--- src/rtl/regfile_wb_arbiter.sv ---
// rtl/regfile_wb_arbiter.sv - round-robin register-file write-back arbiter with pending-write scoreboard
// Optional feature macro: WB_BYPASS_EN (adds Rs1_Fwd/Rs2_Fwd/Fwd_Data forwarding outputs)
module regfile_wb_arbiter #(
  parameter int NUM_REQ = 3,
  parameter int DATA_W  = 32,
  parameter int ADDR_W  = 5
) (
  input  logic                      Clk,
  input  logic                      Reset_n,
  input  logic [NUM_REQ-1:0]        Req_Valid,
  output logic [NUM_REQ-1:0]        Req_Ready,
  input  logic [NUM_REQ*ADDR_W-1:0] Req_Rd,
  input  logic [NUM_REQ*DATA_W-1:0] Req_Data,
  input  logic                      Wb_Hold,
  input  logic                      Reserve_Valid,
  input  logic [ADDR_W-1:0]         Reserve_Rd,
  input  logic [ADDR_W-1:0]         Rs1,
  input  logic [ADDR_W-1:0]         Rs2,
  output logic                      Rs1_Busy,
  output logic                      Rs2_Busy,
`ifdef WB_BYPASS_EN
  output logic                      Rs1_Fwd,
  output logic                      Rs2_Fwd,
  output logic [DATA_W-1:0]         Fwd_Data,
`endif
  output logic                      RegWrite,
  output logic [ADDR_W-1:0]         WriteRegister,
  output logic [DATA_W-1:0]         WriteData
);

  localparam int PTR_W    = $clog2(NUM_REQ);
  localparam int NUM_REGS = 1 << ADDR_W;

  logic [PTR_W-1:0]    ptr;
  logic [PTR_W-1:0]    ptrNext;
  logic [PTR_W:0]      cand;
  logic [PTR_W-1:0]    grantIdx;
  logic                grantValid;
  logic [ADDR_W-1:0]   selRd;
  logic [DATA_W-1:0]   selData;
  logic [NUM_REGS-1:0] busy;
  logic [NUM_REGS-1:0] busyNext;

  // Round-robin search starting at ptr; the first valid requester wins unless stalled or in reset
  always_comb begin
    cand       = '0;
    grantValid = 1'b0;
    grantIdx   = '0;
    for (int k = 0; k < NUM_REQ; k++) begin
      cand = {1'b0, ptr} + (PTR_W+1)'(k);
      if (cand >= (PTR_W+1)'(NUM_REQ)) begin
        cand = cand - (PTR_W+1)'(NUM_REQ);
      end
      if (!grantValid && Req_Valid[cand[PTR_W-1:0]]) begin
        grantValid = 1'b1;
        grantIdx   = cand[PTR_W-1:0];
      end
    end
    if (!Reset_n || Wb_Hold) begin
      grantValid = 1'b0;
    end
  end

  // One-hot ready towards the granted requester; a grant always coincides with a transfer
  always_comb begin
    Req_Ready = '0;
    if (grantValid) begin
      Req_Ready[grantIdx] = 1'b1;
    end
  end

  // Select the winning requester's destination and data, and the pointer value after it
  always_comb begin
    selRd   = Req_Rd[int'(grantIdx)*ADDR_W +: ADDR_W];
    selData = Req_Data[int'(grantIdx)*DATA_W +: DATA_W];
    if (grantIdx == PTR_W'(NUM_REQ-1)) begin
      ptrNext = '0;
    end else begin
      ptrNext = grantIdx + 1'b1;
    end
  end

  // Pointer moves past the requester just served so every requester gets a turn
  always_ff @(posedge Clk or negedge Reset_n) begin
    if (!Reset_n) begin
      ptr <= '0;
    end else if (grantValid) begin
      ptr <= ptrNext;
    end
  end

  // Registered write port; x0 transfers complete the handshake but never raise RegWrite
  always_ff @(posedge Clk or negedge Reset_n) begin
    if (!Reset_n) begin
      RegWrite      <= 1'b0;
      WriteRegister <= '0;
      WriteData     <= '0;
    end else if (grantValid) begin
      RegWrite      <= (selRd != '0);
      WriteRegister <= selRd;
      WriteData     <= selData;
    end else begin
      RegWrite      <= 1'b0;
    end
  end

  // Scoreboard update: clear on write-back, then set on reservation so a newer claim wins
  always_comb begin
    busyNext = busy;
    if (grantValid && (selRd != '0)) begin
      busyNext[selRd] = 1'b0;
    end
    if (Reserve_Valid && (Reserve_Rd != '0)) begin
      busyNext[Reserve_Rd] = 1'b1;
    end
    busyNext[0] = 1'b0;
  end

  // Scoreboard state, cleared by reset so in-flight claims are forgotten
  always_ff @(posedge Clk or negedge Reset_n) begin
    if (!Reset_n) begin
      busy <= '0;
    end else begin
      busy <= busyNext;
    end
  end

  // Hazard lookup; x0 reads zero because bit 0 is never set
  always_comb begin
    Rs1_Busy = busy[Rs1];
    Rs2_Busy = busy[Rs2];
  end

`ifdef WB_BYPASS_EN
  // Forward the value currently on the write port. The busy bit was already cleared on the
  // edge that loaded this write, so a set bit here only means a newer producer re-reserved it.
  always_comb begin
    Rs1_Fwd  = RegWrite && (WriteRegister == Rs1) && (Rs1 != '0);
    Rs2_Fwd  = RegWrite && (WriteRegister == Rs2) && (Rs2 != '0);
    Fwd_Data = WriteData;
  end
`endif

endmodule

--- config.mk ---
export PLATFORM = sky130hd
export DESIGN_NAME = regfile_wb_arbiter
export DESIGN_NICKNAME = d
export VERILOG_FILES = /design/src/rtl/regfile_wb_arbiter.sv
export SDC_FILE = /design/constraint.sdc
export NUM_CORES = 1
export LEC_CHECK = 0
export CAP_MARGIN = 20
export CORE_ASPECT_RATIO = 0.75
export CORE_UTILIZATION = 44
export DETAILED_ROUTE_END_ITERATION = 8
export PLACE_DENSITY = 0.81
export SLEW_MARGIN = 40
export SYNTH_ARGS = -nofsm -noshare
export SYNTH_HDL_FRONTEND = slang
export SYNTH_SLANG_ARGS = --single-unit
--- constraint.sdc ---
create_clock -name Clk -period 3.9 [get_ports Clk]
set_clock_uncertainty 0.1 [all_clocks]
set_input_delay 0.975 -clock Clk [delete_from_list [all_inputs] [get_ports Clk]]
set_output_delay 0.975 -clock Clk [all_outputs]
set_load 0.02 [all_outputs]
==> impl_metrics.ini <==
[run_status]
outcome = completed

[clock_tree]
clockRootBuffer = clkbuf_16
numCtsBuffers = 9
clk_pin_slew_ns = 0.06
cts.path.max_buffers = 2
htree_levels = 3
cts_sinks = 71
holdBufCountCts = 0
cts_tree = yes
clock_latency_ns = 0.33

[route]
drt_first_pass_iters = 5
drc_errors = 0
finalWirelength_um = 15900
vias = 4788
drtIter0Drc = 389
wl_per_cell_um = 19.7
ant_nets = 0
vias_per_cell = 5.93

[floorplan]
die_x_um = 119
core_um2 = 9770
initial_core_util_pct = 45.9
dieHeight_um = 89.4
dieArea_um2 = 10600
design.portCount = 176
rows = 31

[setup_path]
critPathRequiredTime_ns = 2.82
startpoint_type = input pin
r2r-start = ptr[0]
endpoint_kind = output port
worstPathMaxFanout = 7
cp.arrival_ns = 2.79
worstSetupStartpoint = Rs1[0]
crit_type = in2out

[yosys]
synthDistinctLibCells = 59
synth_edf_count = 0
netlist_area_um2 = 4480
syn_area_per_cell_um2 = 9.24
syn-num-nets = 621
yosys_register_bits = 71
ys.flop_type = dfrtp_1
seq_area_frac_synth_pct = 39.6
postSynthCellCount = 485
yosys_warnings = 0
synthArstFlopShare_pct = 100

[finish]
fin_nets = 807
area_growth_pct = 54.0
final_cell_mix = clkdlybuf4s50_1, nand2_1, dfrtp_1
final_cells = 808
layout_commonest_cell = clkdlybuf4s50_1
drive_gt1_share_pct = 13.9
diodes = 0
finalCoreUtilization_pct = 70.6

[job]
maxCapViolCount = 0

[power]
worst_ir_drop_vdd_mv = 0.411
powerDensity_nw_per_um2 = 810
leakagePower_nw = 2.91

[grt]
grt_max_degree = 72
grt_pass1_vias = 4673
grt_pass1_wl_um = 25100
overflow = 0
antenna_found_initial = 0
grt_use_total_pct = 31.0

[place]
place_inst = 790
pre_cts_slack_ns = -0.605
numPortBuffers = 175
dpl.hpwl_um = 11900
gp_congestion = 0.893

[sta]
tns_ns = 0
rsz0062_at_grt = no
setup_ws_ns = 0.0384
drv_slew = 0
fin_crit_ns = 3.86
hold_viol = 0
period_share_pct = 99.0
max_freq_mhz = 259
setup_viol = 0
slew_headroom_pct = 45.3
worst_pin_slew_ns = 0.818
hold_ws_ns = 0.375

[hold_path]
min_from = WriteData[1]
hp-class = reg2reg
==> sequential cells by signal, indices dropped and copies added (netlist names) <==
register	flops
RegWrite	1
WriteData	32
ptr	2
busy	31
WriteRegister	5
==> cell type report <==
cell class              count  area [µm²]
flip-flops and latches     71        1780
clock inverters             5         128
fillers                   756        2870
well taps                 132         165
inverters                   8        30.0
repair buffers            207        2000
clock buffers              11         253
multi-input cells         374        2550
==> what timing repair did <==
item                                    4_1_cts  5_1_grt
setup buffers                                 2        0
gates resized for setup                      16        7
endpoints found under the setup margin        5        3
==> metal layers <==
layer / part of all wire [%] / routed length, µm / track usage, %
met5: 0 / 0 / 0
met4: 2.4 / 380 / 10.8
met3: 7.3 / 1160 / 5.55
met2: 49 / 7780 / 53.5
met1: 41 / 6590 / 39.9
==> critical path, stage by stage <==
cell and delay, ns:
dlygate4sd2_1 0.24, buf_12 0.14, mux4_2 0.50, mux4_2 0.49
mux2_2 0.29, buf_2 0.16
==> synthesized netlist by cell type (5+ instances only) <==
cell type | instances | area, µm²
nor3b_1 | 5 | 37.5
nand3b_1 | 5 | 37.5
nor3_1 | 6 | 30.0
nand2_1 | 111 | 417
o31ai_1 | 7 | 52.6
o21ai_1 | 12 | 60.1
clkbuf_1 | 23 | 86.3
nor2_1 | 10 | 37.5
and2_1 | 5 | 31.3
o21ai_0 | 51 | 255
mux4_2 | 18 | 405
inv_1 | 8 | 30.0
nand3_1 | 9 | 45.0
a221oi_1 | 24 | 210
and3_1 | 24 | 150
dfrtp_1 | 71 | 1780
a21oi_1 | 21 | 105
o211ai_1 | 6 | 45.0
==> power by group <==
part           internal, mW  switching [mW]  total [mW]
sequential             1.07           0.239        1.31
clock                 0.724           0.316        1.04
combinational          1.42            1.82        3.24
==> final timing paths <==
kind,to,slack (ns),depth (start not counted)
max,Rs1_Busy,0.04,6
min,WriteData[1],0.37,2
max reg2reg,busy[13],0.44,12
min reg2reg,WriteData[1],0.37,2
max in group asynchronous,busy[26],2.58,2
min in group asynchronous,WriteRegister[0],0.65,2
==> cell families (layout without fill, tap and decap cells) <==
logic type               count (synthesis)  after routing  synth area share (%)
AND/OR/NAND/NOR                        193            193                  20.7
AO/OA/AOI/OAI                          150            150                  23.2
flip-flops                              71             71                  39.6
buffers and inverters                   40            231                  3.94
multiplexers                            28             28                  11.8
adder cells (fa/ha/maj)                  3              3                 0.838
==> per-stage QoR <==
stage | power, mW | instance area (µm²)
2_1_floorplan | 3.25 | 4480
3_3_place_gp | 4.39 | 6510
3_5_place_dp | 4.50 | 6510
4_1_cts | 5.56 | 6900
5_1_grt | 5.91 | 6900
6_report | 5.59 | 6900
No activity file was read; power rests on OpenSTA's default activity.
